[src/rtl/core_mem_pkg.sv]
// core_mem_pkg
// Shared definitions for the Data Memory load/store paths of the core.
//   - DT_BYTE / DT_WORD : data-type bit (Inst[13]), common to sw/sb and lw/lb/lbu.
//   - BE_LANE0..3, BE_WORD : byte-enable patterns; lane n maps to bits 8n+7:8n.
//   - state_t : load FSM states.
//   - lane_be() : lane number to single-byte enable, used by the store side.
package core_mem_pkg;

  localparam logic DT_BYTE = 1'b0;
  localparam logic DT_WORD = 1'b1;

  localparam logic [3:0] BE_LANE0 = 4'b0001;
  localparam logic [3:0] BE_LANE1 = 4'b0010;
  localparam logic [3:0] BE_LANE2 = 4'b0100;
  localparam logic [3:0] BE_LANE3 = 4'b1000;
  localparam logic [3:0] BE_WORD  = 4'b1111;

  typedef enum logic [2:0] {
    IDLE = 3'd0,
    REQ  = 3'd1,
    WAIT = 3'd2,
    RESP = 3'd3,
    ERR  = 3'd4
  } state_t;

  function automatic logic [3:0] lane_be(input logic [1:0] lane);
    logic [3:0] be;
    case (lane)
      2'd0:    be = BE_LANE0;
      2'd1:    be = BE_LANE1;
      2'd2:    be = BE_LANE2;
      default: be = BE_LANE3;
    endcase
    return be;
  endfunction

endpackage

[src/rtl/load_byte_extract.sv]
// load_byte_extract
// Combinational formatter for load data returned by Data Memory.
// Ports:
//   mem_rdata in  32 : raw word read from memory
//   lane      in  2  : byte lane (address bits 1:0)
//   dt        in  1  : DT_WORD returns the word unchanged, DT_BYTE selects a lane
//   sign      in  1  : byte loads only, 1 = sign-extend (lb), 0 = zero-extend (lbu)
//   data      out 32 : formatted write-back value
module load_byte_extract
  import core_mem_pkg::*;
(
  input  logic [31:0] mem_rdata,
  input  logic [1:0]  lane,
  input  logic        dt,
  input  logic        sign,
  output logic [31:0] data
);

  logic [7:0] byte_sel;

  // Lane n occupies bits 8n+7:8n, matching the store byte enables.
  always_comb begin
    byte_sel = 8'h00;
    case (lane)
      2'd0:    byte_sel = mem_rdata[7:0];
      2'd1:    byte_sel = mem_rdata[15:8];
      2'd2:    byte_sel = mem_rdata[23:16];
      default: byte_sel = mem_rdata[31:24];
    endcase
  end

  always_comb begin
    data = mem_rdata;
    if (dt == DT_BYTE) begin
      if (sign) data = {{24{byte_sel[7]}}, byte_sel};
      else      data = {24'h000000, byte_sel};
    end
  end

endmodule

[src/rtl/load_align_unit.sv]
// load_align_unit
// Multi-cycle load path to Data Memory for lw/lb/lbu. A request accepted in
// IDLE is issued as a single word-aligned read strobe; the returned word is
// formatted (lane select + sign/zero extension) and written back with the
// destination tag. Misaligned words and memory timeouts raise ld_err.
//
// Handshake: ld_req is looked at only while stall is low (state IDLE); the
// upstream stage keeps it asserted while stall is high. mem_rd_en is a
// one-cycle strobe; mem_rvalid is accepted only in WAIT, at least one cycle
// after the strobe, and is ignored in every other state. wb_valid and ld_err
// are one-cycle pulses and are mutually exclusive.
//
// Ports:
//   clk, rst_n            : clock, asynchronous active-low reset
//   ld_req, ld_addr       : load request and byte address
//   ld_dt, ld_sign, ld_tag: word/byte, sign/zero extend, destination register
//   mem_rd_en, mem_addr   : read strobe and word-aligned address to memory
//   mem_rdata, mem_rvalid : read data returned from memory
//   stall                 : high while the unit is busy (state != IDLE)
//   wb_valid, wb_data, wb_tag : write-back pulse, value and destination
//   ld_err                : error pulse (misaligned word or timeout)
//   dbg_state             : current FSM state encoding
module load_align_unit
  import core_mem_pkg::*;
#(
  parameter int TIMEOUT_CYCLES = 16,  // legal range 2..255
  parameter int TAG_W          = 5
) (
  input  logic             clk,
  input  logic             rst_n,
  input  logic             ld_req,
  input  logic [31:0]      ld_addr,
  input  logic             ld_dt,
  input  logic             ld_sign,
  input  logic [TAG_W-1:0] ld_tag,
  output logic             mem_rd_en,
  output logic [31:0]      mem_addr,
  input  logic [31:0]      mem_rdata,
  input  logic             mem_rvalid,
  output logic             stall,
  output logic             wb_valid,
  output logic [31:0]      wb_data,
  output logic [TAG_W-1:0] wb_tag,
  output logic             ld_err,
  output logic [2:0]       dbg_state
);

  localparam logic [7:0] CNT_LAST = 8'(TIMEOUT_CYCLES - 1);

  state_t           state, next_state;
  logic [7:0]       cnt;
  logic [1:0]       lane_q;
  logic             dt_q;
  logic             sign_q;
  logic [TAG_W-1:0] tag_q;
  logic [31:0]      fmt_data;

  logic             misaligned;
  logic             accept;
  logic             mem_rd_en_d;
  logic             wb_valid_d;
  logic             ld_err_d;

  assign misaligned = (ld_dt == DT_WORD) && (ld_addr[1:0] != 2'b00);
  assign accept     = (state == IDLE) && ld_req && !misaligned;

  assign stall     = (state != IDLE);
  assign dbg_state = state;

  // ---------------- state register ----------------
  always_ff @(posedge clk or negedge rst_n) begin
    if (!rst_n) state <= IDLE;
    else        state <= next_state;
  end

  // ---------------- next-state logic ----------------
  always_comb begin
    next_state = state;
    case (state)
      IDLE: begin
        if (ld_req) next_state = misaligned ? ERR : REQ;
      end
      REQ:  next_state = WAIT;
      WAIT: begin
        // Data arriving on the terminal count still wins over the timeout.
        if (mem_rvalid)           next_state = RESP;
        else if (cnt == CNT_LAST) next_state = ERR;
      end
      RESP: next_state = IDLE;
      ERR:  next_state = IDLE;
      default: next_state = IDLE;
    endcase
  end

  // ---------------- output logic ----------------
  // Pulses are decoded from the upcoming state and registered, so each one
  // is high exactly during the cycle spent in the matching state.
  always_comb begin
    mem_rd_en_d = (next_state == REQ);
    wb_valid_d  = (next_state == RESP);
    ld_err_d    = (next_state == ERR);
  end

  always_ff @(posedge clk or negedge rst_n) begin
    if (!rst_n) begin
      mem_rd_en <= 1'b0;
      wb_valid  <= 1'b0;
      ld_err    <= 1'b0;
    end else begin
      mem_rd_en <= mem_rd_en_d;
      wb_valid  <= wb_valid_d;
      ld_err    <= ld_err_d;
    end
  end

  // ---------------- request latch ----------------
  // mem_addr only changes on acceptance, so it is stable through REQ and WAIT.
  always_ff @(posedge clk or negedge rst_n) begin
    if (!rst_n) begin
      lane_q   <= 2'b00;
      dt_q     <= DT_BYTE;
      sign_q   <= 1'b0;
      tag_q    <= '0;
      mem_addr <= 32'h0;
    end else if (accept) begin
      lane_q   <= ld_addr[1:0];
      dt_q     <= ld_dt;
      sign_q   <= ld_sign;
      tag_q    <= ld_tag;
      mem_addr <= {ld_addr[31:2], 2'b00};
    end
  end

  // ---------------- timeout counter ----------------
  always_ff @(posedge clk or negedge rst_n) begin
    if (!rst_n) begin
      cnt <= 8'h00;
    end else if (state == REQ) begin
      cnt <= 8'h00;
    end else if (state == WAIT && !mem_rvalid) begin
      cnt <= cnt + 8'h01;
    end
  end

  // ---------------- data formatting and write-back ----------------
  load_byte_extract u_extract (
    .mem_rdata (mem_rdata),
    .lane      (lane_q),
    .dt        (dt_q),
    .sign      (sign_q),
    .data      (fmt_data)
  );

  // wb_data/wb_tag hold their last values; ERR leaves them untouched.
  always_ff @(posedge clk or negedge rst_n) begin
    if (!rst_n) begin
      wb_data <= 32'h0;
      wb_tag  <= '0;
    end else if (state == WAIT && mem_rvalid) begin
      wb_data <= fmt_data;
      wb_tag  <= tag_q;
    end
  end

endmodule

[config.mk]
export PLATFORM = sky130hd
export DESIGN_NAME = load_align_unit
export DESIGN_NICKNAME = d
export VERILOG_FILES = /design/src/rtl/core_mem_pkg.sv /design/src/rtl/load_byte_extract.sv /design/src/rtl/load_align_unit.sv
export SDC_FILE = /design/constraint.sdc
export NUM_CORES = 1
export LEC_CHECK = 0
export CORE_AREA = 2 2 120 122
export CTS_CLUSTER_DIAMETER = 80
export DETAILED_ROUTE_END_ITERATION = 8
export DIE_AREA = 0 0 122 124
export PLACE_DENSITY = 0.55
export SETUP_SLACK_MARGIN = 0.3
export SLEW_MARGIN = 20
export SYNTH_ARGS = -nofsm -noshare
export SYNTH_HDL_FRONTEND = slang
export SYNTH_SLANG_ARGS = --single-unit
[constraint.sdc]
create_clock -name clk -period 6.05 [get_ports clk]
set_clock_uncertainty 0.1 [all_clocks]
set_input_delay 0.605 -clock clk [delete_from_list [all_inputs] [get_ports clk]]
set_output_delay 0.605 -clock clk [all_outputs]
set_load 0.005 [all_outputs]
# After elaboration in Yosys (flattened, before gate mapping)
# Cells that the tools add are included.
# W data, S select, Z words.
[totals]
out_inout_bits = 76
word_cells = 43
inputBits = 75
ff_bits = 90
[op_classes]
addsub = 1
n_eq_ne = 8
n_reduce_logical = 12
muxes = 10
[ops]
columns = ["cell", "count"]
rows = [
  ["$mux W32", 2],
  ["$pmux W8 S3", 1],
  ["$mux W8", 2],
  ["$mux W3", 4],
  ["$pmux W3 S3", 1],
  ["$add A8 B1 Y8 const B", 1],
  ["$eq A8 B4 Y1 const B", 1],
  ["$eq A3 B1 Y1 const B", 2],
  ["$eq A3 B2 Y1 const B", 2],
  ["$logic_and A1 B1 Y1", 5],
  ["$reduce_bool A2 Y1", 2],
  ["$eq A3 B3 Y1 const B", 1],
  ["$logic_not A3 Y1", 1],
  ["$reduce_bool A3 Y1", 1],
  ["$eq A2 B1 Y1 const B", 1],
  ["$eq A2 B2 Y1 const B", 1],
  ["$logic_not A1 Y1", 2],
  ["$logic_not A2 Y1", 1],
]

# Depth between registers and ports, before layout
# Gate-level depths: netlist of the first run.
[depth]
word_depth = 6
mapped_depth = 6

# By module
# Synthesis of the first run repeated with hierarchy kept, for this count alone.
[unflattened]
hier_cells = 324
area_unflattened_um2 = 4090.2
[by_module_without_submodules]
columns = ["module", "n_inst", "cells_each", "area_each_um2"]
rows = [
  ["load_align_unit", 1, 227, 3489.6],
  ["load_byte_extract", 1, 97, 600.6],
]

# Least setup slack after synthesis of the first run
# Ideal clock, no wire load.
[synth_path]
path_kind = "in2reg"
startpoint = "input port ld_req"
endpoint = "register mem_addr[10]"
setup_ns = 0.125
path_stages = 6
required_time_ns = 5.825
path_slack_ns = 3.968
arrival_time_ns = 1.857
n_path_buf = 2
path_cell_list = "or4b_4 -> nand2b_4 -> clkinv_2 -> buf_12 -> buf_12 -> mux2_4"
[synth_between]
elab_chain_len = 2
[synth_rtl]
columns = ["element", "line", "text"]
rows = [
  ["start: declaration", "load_align_unit.sv:31", "input logic ld_req,"],
  ["$logic_and A1 B1 Y1 (2 in series)", "load_align_unit.sv:65", "assign accept = (state == IDLE) && ld_req && !misaligned;"],
  ["end signal: assignment", "load_align_unit.sv:130", "mem_addr <= {ld_addr[31:2], 2'b00};"],
  ["end: declaration", "load_align_unit.sv:37", "output logic [31:0] mem_addr,"],
]
# No other way between the ends.
# A chain may end at the register's enable or synchronous reset.

# Worst setup path after layout of the first run
[layout_path]
startpoint = "register lane_q[0]"
endpoint = "register wb_data[8]"
[layout_between]
elab_chain_len = 4
[layout_rtl]
columns = ["element", "line", "text"]
rows = [
  ["start: declaration", "load_align_unit.sv:52", "logic [1:0] lane_q;"],
  ["start signal: assignment", "load_align_unit.sv:126", "lane_q <= ld_addr[1:0];"],
  ["$eq A2 B2 Y1, or another cell as far along", "load_byte_extract.sv:24", "case (lane)"],
  ["$pmux W8 S3 *", "load_byte_extract.sv:24", ""],
  ["$mux W32 *", "load_byte_extract.sv:35", "if (sign) data = {{24{byte_sel[7]}}, byte_sel};"],
  ["$mux W32 *", "load_byte_extract.sv:34", "if (dt == DT_BYTE) begin"],
  ["end signal: assignment", "load_align_unit.sv:160", "wb_data <= fmt_data;"],
  ["end: declaration", "load_align_unit.sv:42", "output logic [31:0] wb_data,"],
]
# Mark *: on every way between the ends. The rest lies on a longest branch, timed or not.

==> qor.csv, run 1 <==
metric,value,unit
worst setup margin,3300,ps
Crit path required time,6120,ps
"Primary FF master, synth",dfrtp_1,
FILL cells,1313,
Placed Instances,650,
clock tree buffer depth,2,
Fmax,364,MHz
Worst Setup EP,wb_data[8],
Post-CTS Setup Inserts,0,
Switching Share,31.9,%
number of port buffers,148,
worst slack at placement,3070,ps
overall power consumption,2.93,mW
Root Driver,clkbuf_16,
Power Internal,2.00,mW
"Hold-fix buffers, CTS",0,
R2R Path End,wb_data[8],
Reg-to-Reg Start,lane_q[0],
# DRC,0,
CP Class,register to register,
global route total overflow,0,
Final setup viols,0,
clock-pin slew on the worst setup and hold paths,60,ps
DRT iter0 DRCs,183,
initial antenna violation count,0,
"Cell Count, Final, Fillers Out",665,
first-pass GRT wire length,16700,µm
Syn Inst Count,345,
CP max FO,24,
layout cells sized above 1,14.8,%
Worst-Skew Late Latency,340,ps
final hold viol count,0,
# resized after CTS,0,
min Tclk post-route,2750,ps
vias per std cell,4.70,
clock sink count,90,
logic gate share of total power,44.5,%
Initial Utilization,29.8,%
total negative slack,0,ps
hpwl dp,7420,µm
die area,15100,µm²
via count,3126,
Yosys cell types,46,
Routed Antenna Nets,0,
power per standard cell area,494,nW/µm²
core area,13700,µm²
Worst setup EP type,register,
DP Area,5670,µm²
relative slew slack,30.3,%
syn avg cell area,11.9,µm²
worst hold path type,input port to async pin,
"EDFF count, synth",0,
Clk pwr share,17.4,%
Setup crit start kind,register,
Pleak,2.44,nW
peak supply drop,0.226,mV
Die W,122,µm
CTS H-tree depth,3,
final instance area,5940,µm²
All-Layer GR Usage,14.3,%
synthesized area,4100,µm²
area grow syn2layout,45.0,%
"Seq/Total Area, Yosys",55.0,%
Hold WS,140,ps
Setup crit start,lane_q[0],
Sequential Power Share,38.1,%
TritonCTS Buffers,9,
WL/cell,16.0,µm
number of synthesized register bits,90,
RSZ-0062 raised after global routing,no,
worst slew pin tran,1040,ps
die extent in y,124,µm
# nets final,557,
CTS tree,yes,
WP data arrival,2820,ps
"Core Util, Final",43.3,%
Slew Limit Fails,0,
io pins,151,
asr flop ratio synth,100,%
Final Cycle Share,45.4,%
Cell Rows,43,
Sw Pwr,936,µW
Ys Warns,0,
final wirelength,10700,µm
outcome,completed,
r2r worst-path depth,3,
maxcap violations,0,
Detailed Routing Iterations Pass 1,5,
n_diodes,0,
"reg-to-reg slack, setup",3300,ps
number of global-route vias before repair,3073,
RePlAce Congestion,0.841,
largest net degree at the start of global routing,71,
power by group through the flow:
stage | clock [mW] | combinational [mW] | sequential [mW]
floorplan | 0 | 0.696 | 1.06
global placement | 0 | 1.31 | 1.12
detailed placement | 0 | 1.32 | 1.13
CTS | 0.536 | 1.33 | 1.12
global route | 0.560 | 1.43 | 1.16
finish | 0.511 | 1.31 | 1.12
Yosys cell counts (all sizes together), types with 2 or more instances:
master / n / share of area (%)
o22a: 2 / 0.43
or3b: 4 / 0.86
mux2: 44 / 14
a21oi: 10 / 1.2
o22ai: 4 / 0.61
nand3: 3 / 0.37
mux2i: 11 / 2.7
nand2: 36 / 3.3
nor4: 3 / 0.46
dfrtp: 90 / 55
nand2b: 6 / 1.1
clkbuf: 11 / 1.0
nor2b: 4 / 0.61
buf: 16 / 3.1
a211o: 6 / 1.3
mux4: 2 / 1.1
inv: 3 / 0.27
o21ai: 3 / 0.37
o2bb2ai: 2 / 0.43
nor2: 33 / 3.0
nand3b: 3 / 0.55
a31oi: 31 / 4.7
critical path: stages (launching register included):
cell and delay, ps:
dfrtp_1 900, mux4_2 590, nand3b_1 780, a31oi_1 200
placed cells by master, fill, tap and decap left out, types with 2 or more instances in the layout:
master	instances
clkdlybuf4s50_1	147
dfrtp_1	90
nand2_1	36
nor2_1	33
a31oi_1	31
mux2_2	24
mux2_4	20
mux2i_1	11
a21oi_1	10
clkbuf_16	9
a211o_1	6
nand2b_1	5
nor2b_1	4
o22ai_1	4
clkinvlp_4	4
buf_4	4
inv_1	3
nor4_1	3
o21ai_0	3
nand3_1	3
nand3b_1	3
or3b_2	3
clkinv_2	2
mux4_2	2
o22a_1	2
o2bb2ai_1	2
conb_1	2
sequential cells by signal, summed over array words and instances, names as in the netlist:
register	cells
wb_tag	5
ld_err	1
lane_q	2
sign_q	1
dbg_state	3
wb_data	32
mem_addr	30
tag_q	5
cnt	8
wb_valid	1
mem_rd_en	1
dt_q	1
cells by family (layout without fill, tap and decap cells):
group	after synthesis	in the layout	synth area share (%)
adder cells (fa/ha/maj)	1	1	0.305
other	1	2	0.0916
AO/OA/AOI/OAI	64	64	10.3
AND/OR/NAND/NOR	100	100	11.8
multiplexers	57	57	17.7
flip-flops	90	90	55.0
buffers and inverters	31	170	4.55
XOR/XNOR	1	1	0.214
layer usage:
metal | part of all wire [%] | global-route usage [%] | vias up
met1 | 44 | 18.3 | 1491
met3 | 7.6 | 4.81 | 16
met5 | 0 | 0 | -
met4 | 2.5 | 5.96 | 0
met2 | 46 | 22.1 | 113
li1 | - | - | 1506
worst min path at each step:
stage	from	depth (start not counted)	to	slack, ps
after floorplan	rst_n	0	cnt[0]	210
after global routing	rst_n	1	wb_data[16]	180
final	rst_n	1	wb_data[20]	140
after CTS	rst_n	1	wb_data[20]	160
after detailed placement	tag_q[0]	1	wb_tag[0]	390
after global placement	tag_q[0]	1	tag_q[0]	380
final cells by class:
cell class                      instances  area (µm²)  area share (%)
Multi-Input combinational cell        225        1680            28.2
Timing Repair Buffer                  151        1500            25.3
Clock inverter                          6        43.8           0.737
Inverter                                4        16.3           0.274
Clock buffer                            9         225            3.79
Sequential cell                        90        2250            37.9
Tap cell                              180         225            3.79
No activity file was read; power rests on OpenSTA's default activity.
==> inputs of run 2 (changes only) <==
Settings changed: PLACE_DENSITY 0.55 to 0.57.
Clock period 6.05 ns to 2.25 ns, I/O delays scaled along.
==> run 2 against run 1 <==
Maximum frequency up 44%. Wire length up 9.2%. Sequential power rose to 2.6 times the previous value. Die area unchanged. Largest cell class unchanged. Highest routed layer unchanged. Register-to-register slack worse by 3000 ps. Largest power group unchanged. Sequential cell count unchanged. Hold slack better by 180 ps. Global-route usage up 0.61 points. First-iteration DRC count up 1.1%. Critical path depth up 2.
==> qor.csv, run 2 (synthesized netlist as in run 1, its figures left out) <==
metric,value,unit,change
outcome,completed,,
n_diodes,0,,unchanged
RePlAce Congestion,0.826,,-1.8%
CP Class,register to register,,
Critical Path Slowest Stage Cell,or4b_4,,
Die W,122,µm,unchanged
Root Driver,clkbuf_16,,
number of global-route vias before repair,3326,,+8.2%
"Core Util, Final",45.9,%,+2.6 points
biggest regs,"wb_data x32, mem_addr x30, cnt x8",,
CP top delay family,simple AND/OR/NAND/NOR gates,,
# DRC,0,,unchanged
Setup crit start kind,register,,
via count,3238,,+3.6%
CTS H-tree depth,3,,unchanged
"commonest cells after routing, fill and taps aside","clkdlybuf4s50_1 (146), dfrtp_1 (90), nand2_1 (36)",,
Routed Antenna Nets,0,,unchanged
Cell Rows,43,,unchanged
peak supply drop,0.454,mV,+100%
io pins,151,,unchanged
worst slew pin tran,618,ps,-424 ps
# nets final,581,,+4.3%
DRT iter0 DRCs,185,,+1.1%
area grow syn2layout,53.8,%,
die extent in y,124,µm,unchanged
die area,15100,µm²,unchanged
worst hold path type,input port to async pin,,
clock tree buffer depth,2,,unchanged
vias per std cell,4.69,,-0.17%
"commonest non-fill, non-tap cell in the layout",clkdlybuf4s50_1,,
relative slew slack,58.8,%,+29 points
max reg flops,32,,unchanged
Detailed Routing Iterations Pass 1,4,,-1
TritonCTS Buffers,9,,unchanged
Initial Utilization,29.8,%,unchanged
largest net degree at the start of global routing,56,,-21%
WL/cell,16.9,µm,+5.2%
first-pass GRT wire length,17400,µm,+4.2%
final wirelength,11600,µm,+9.2%
maxcap violations,0,,unchanged
clock sink count,90,,unchanged
Reg with most FFs,wb_data,,
r2r worst-path depth,5,,+2
final hold viol count,0,,unchanged
Reg-to-Reg Start,dbg_state[2],,
min Tclk post-route,1910,ps,-834 ps
Worst-Skew Late Latency,350,ps,about the same
Final Cycle Share,85.0,%,+40 points
R2R Path End,mem_addr[2],,
number of port buffers,148,,unchanged
"reg-to-reg slack, setup",340,ps,-2970 ps
initial antenna violation count,0,,unchanged
global route total overflow,0,,unchanged
clock-pin slew on the worst setup and hold paths,70,ps,about the same
RSZ-0062 raised after global routing,yes,,
Pleak,2.64,nW,+8.2%
WP depth,5,,+2
All-Layer GR Usage,14.9,%,+0.61 points
power per standard cell area,1360,nW/µm²,+180%
max incr delay on CP,540,ps,-360 ps
CTS tree,yes,,
CP max FO,9,,-63%
Fmax,523,MHz,+44%
Final setup viols,0,,unchanged
cells along the critical path,"or4b_4, nand2b_4, inv_8, buf_12, mux2_2",,
hpwl dp,7960,µm,+7.4%
core area,13700,µm²,unchanged
CP bufs+invs,2,,+2
layout cells sized above 1,18.8,%,+4.0 points
WP data arrival,2040,ps,-780 ps
Slew Limit Fails,0,,unchanged
Crit path required time,2380,ps,-3740 ps
total negative slack,0,ps,unchanged
Worst setup EP type,register,,
[run 2: changes by cell type in the layout (fill, tap and decap cells not counted), sizes merged]
cell           change
clkinvlp           -4
dlygate4sd2        +1
clkinv             +2
bufinv             +3
buf               +21
dlygate4sd3        +1
clkbuf             +2
clkdlybuf4s50      -1
[run 2: worst reg2reg max path, delay by kind of cell, from the launching register on]
| family | cells | cell delay [ps] |
|---|---|---|
| buf+inv | 2 | 250 |
| mux | 1 | 330 |
| flops | 1 | 390 |
| simple gates | 2 | 730 |
[run 2: how the worst max path moves through the flow]
stage,startpoint,endpoint,slack (ps)
2_1_floorplan,dbg_state[2],mem_addr[10],280
3_3_place_gp,ld_req,mem_addr[31],80
3_5_place_dp,ld_req,mem_addr[2],70
4_1_cts,dbg_state[2],mem_addr[2],290
5_1_grt,dbg_state[2],tag_q[2],300
6_report,dbg_state[2],mem_addr[2],340
[run 2: power breakdown]
group          internal, mW  switching, mW
logic                  2.46           1.51
registers              2.39          0.485
clock network          1.09          0.656
[run 2: area by class of cell]
| class | count | area (µm²) |
|---|---|---|
| Clock inverter | 7 | 118 |
| Fill cell | 1264 | 7420 |
| Inverter | 4 | 22.5 |
| Tap cell | 180 | 225 |
| Timing Repair Buffer | 175 | 1780 |
| Sequential cell | 90 | 2250 |
| Clock buffer | 9 | 225 |
| Multi-Input combinational cell | 225 | 1680 |
[run 2: routing by layer]
layer / global-route usage, % / wire length [µm]
met2: 22.5 / 5390
met4: 7.18 / 250
met3: 3.39 / 756
met5: 0 / 0
met1: 20.2 / 5240
[run 2: repair_timing]
item,CTS,global route
gates resized for setup,1,3
cloned,0,3
endpoints found under the hold margin,46,0
pin swaps,0,1
hold buffers,1,0
setup endpoints to repair,3,25
buffers inserted,0,4
[run 2: metrics by stage]
step           cells  hold WS, ps  cell area (µm²)  setup slack, ps  total power [mW]
2_1_floorplan    346         -171             4100              282              4.72
3_3_place_gp     666          174             5860             80.6              6.72
3_5_place_dp     666          183             5860             68.1              6.79
4_1_cts          683          329             6210              295              8.57
5_1_grt          690          353             6300              298              9.16
6_report         690          321             6300              339              8.59
==> inputs of run 3 (changes only) <==
Clock period 2.25 ns to 1.75 ns, I/O delays scaled along.
==> run 3 against run 2 <==
The run now ends with negative setup slack left. Sequential power up 30%. Global-route usage up 2.3 points. Maximum frequency up 3.1%. Critical path type unchanged. Register-to-register slack worse by 440 ps. Clock power up 6%. Wire length up 11%. Sequential share of layout area down 4.7 points. Non-clock buffer count up 55. Via count up 9.0%. Final cell count up 8.0%. First-iteration DRC count down 15%.
==> qor.csv, run 3 (synthesized netlist as in run 1, its figures left out) <==
metric,value,unit,change
Slew Limit Fails,0,,unchanged
peak supply drop,0.605,mV,+33%
Final setup viols,52,,+52
Routed Antenna Nets,0,,unchanged
R2R Path End,mem_addr[23],,
global route total overflow,0,,unchanged
number of global-route vias before repair,3771,,+13%
RSZ-0062 raised after global routing,yes,,
"reg-to-reg slack, setup",-100,ps,-440 ps
# nets final,636,,+9.5%
clock tree buffer depth,2,,unchanged
Cell Rows,43,,unchanged
final hold viol count,0,,unchanged
Pleak,3.18,nW,+21%
Root Driver,clkbuf_16,,
largest net degree at the start of global routing,40,,-29%
power per standard cell area,1680,nW/µm²,+23%
area grow syn2layout,76.9,%,
core area,13700,µm²,unchanged
CP Class,register to register,,
outcome,"complete, but fails checks",,
Placed Instances,684,,+2.7%
die area,15100,µm²,unchanged
cells along the critical path,"or4b_4, nand2b_4, clkinv_8, buf_12, mux2_2",,
Die W,122,µm,unchanged
layout cells sized above 1,35.6,%,+17 points
Detailed Routing Iterations Pass 1,4,,unchanged
worst setup margin,-105,ps,-443 ps
"Cell Count, Final, Fillers Out",745,,+8.0%
final instance area,7240,µm²,+15%
Setup crit start kind,register,,
CTS H-tree depth,3,,unchanged
RePlAce Congestion,0.846,,+2.4%
max reg flops,32,,unchanged
WP data arrival,1980,ps,-60 ps
"commonest non-fill, non-tap cell in the layout",dfrtp_1,,
"commonest cells after routing, fill and taps aside","dfrtp_1 (89), clkdlybuf4s50_1 (75), dlygate4sd2_1 (70)",,
n_diodes,0,,unchanged
worst hold path type,input port to async pin,,
biggest regs,"wb_data x32, mem_addr x30, cnt x8",,
Fmax,539,MHz,+3.1%
number of port buffers,148,,unchanged
Worst-Skew Late Latency,340,ps,about the same
CP max FO,10,,+1
min Tclk post-route,1850,ps,-56.7 ps
FILL cells,1236,,-2.2%
first-pass GRT wire length,19900,µm,+15%
die extent in y,124,µm,unchanged
relative slew slack,65.4,%,+6.6 points
worst slew pin tran,519,ps,-99.2 ps
hpwl dp,8240,µm,+3.5%
Initial Utilization,29.8,%,unchanged
final wirelength,12900,µm,+11%
DRT iter0 DRCs,157,,-15%
clock sink count,90,,unchanged
Crit path required time,1870,ps,-510 ps
Final Cycle Share,106,%,+21 points
max incr delay on CP,530,ps,about the same
clock-pin slew on the worst setup and hold paths,60,ps,about the same
All-Layer GR Usage,17.2,%,+2.3 points
maxcap violations,0,,unchanged
failing checks,negative setup slack,,
CTS tree,yes,,
initial antenna violation count,0,,unchanged
Critical Path Slowest Stage Cell,or4b_4,,
Reg with most FFs,wb_data,,
# DRC,0,,unchanged
io pins,151,,unchanged
vias per std cell,4.74,,+0.94%
WL/cell,17.4,µm,+2.9%
TritonCTS Buffers,9,,unchanged
Worst setup EP type,register,,
DP Area,6020,µm²,+2.8%
r2r worst-path depth,5,,unchanged
Reg-to-Reg Start,dbg_state[2],,
via count,3529,,+9.0%
-- run 3: per-stage QoR --
step	TNS, ps	util [%]	worst slack [ps]	power (mW)	hold WS [ps]
2_1_floorplan	-6480	-	-218	6.14	-221
3_3_place_gp	-14010	43.9	-323	8.80	82.8
3_5_place_dp	-15650	43.9	-344	8.90	92.0
4_1_cts	-3590	51.2	-111	11.8	263
5_1_grt	-9490	52.8	-159	12.9	303
6_report	-3680	52.8	-105	12.2	246
-- run 3: metal layers --
metal | up-vias | share of wire (%) | global-route usage (%)
met5 | - | 0 | 0
met4 | 0 | 3.0 | 8.91
met3 | 24 | 5.3 | 3.66
met2 | 120 | 48 | 26.7
met1 | 1715 | 44 | 22.8
li1 | 1670 | - | -
-- run 3: how the worst max path moves through the flow --
stage / end / from / cells after the start
5_1_grt: mem_addr[30] / dbg_state[2] / 5
2_1_floorplan: mem_addr[10] / dbg_state[2] / 6
3_3_place_gp: mem_addr[31] / ld_req / 6
6_report: mem_addr[23] / dbg_state[2] / 5
3_5_place_dp: tag_q[2] / ld_req / 6
4_1_cts: mem_addr[28] / dbg_state[2] / 5
-- run 3: repair_timing --
item                                   4_1_cts  5_1_grt
hold buffers                                 1        0
resized for setup                          151       45
cloned                                       8        2
pin swaps                                    6        3
endpoints found under the hold margin       37        0
setup endpoints to repair                  161       93
setup buffers                               33        1
-- run 3: critical path: cells and delay by family (launching register included) --
family	cells	cell delay, ps
mux	1	330
simple gates	2	720
buf+inv	2	220
flops	1	370
-- run 3: layout make-up --
class	instances	area (µm²)	share of cell area, %
multi-input cells	225	2030	28.0
clock buffers	14	274	3.78
well taps	180	225	3.11
inverters	4	27.5	0.380
flip-flops and latches	90	2250	31.1
repair buffers	230	2430	33.5
clock inverters	2	10.0	0.138
-- run 3: report_power, final --
group          internal (mW)  switching (mW)  total, mW
clock network           1.08           0.767       1.84
registers               3.07           0.669       3.74
logic                   4.00            2.57       6.57
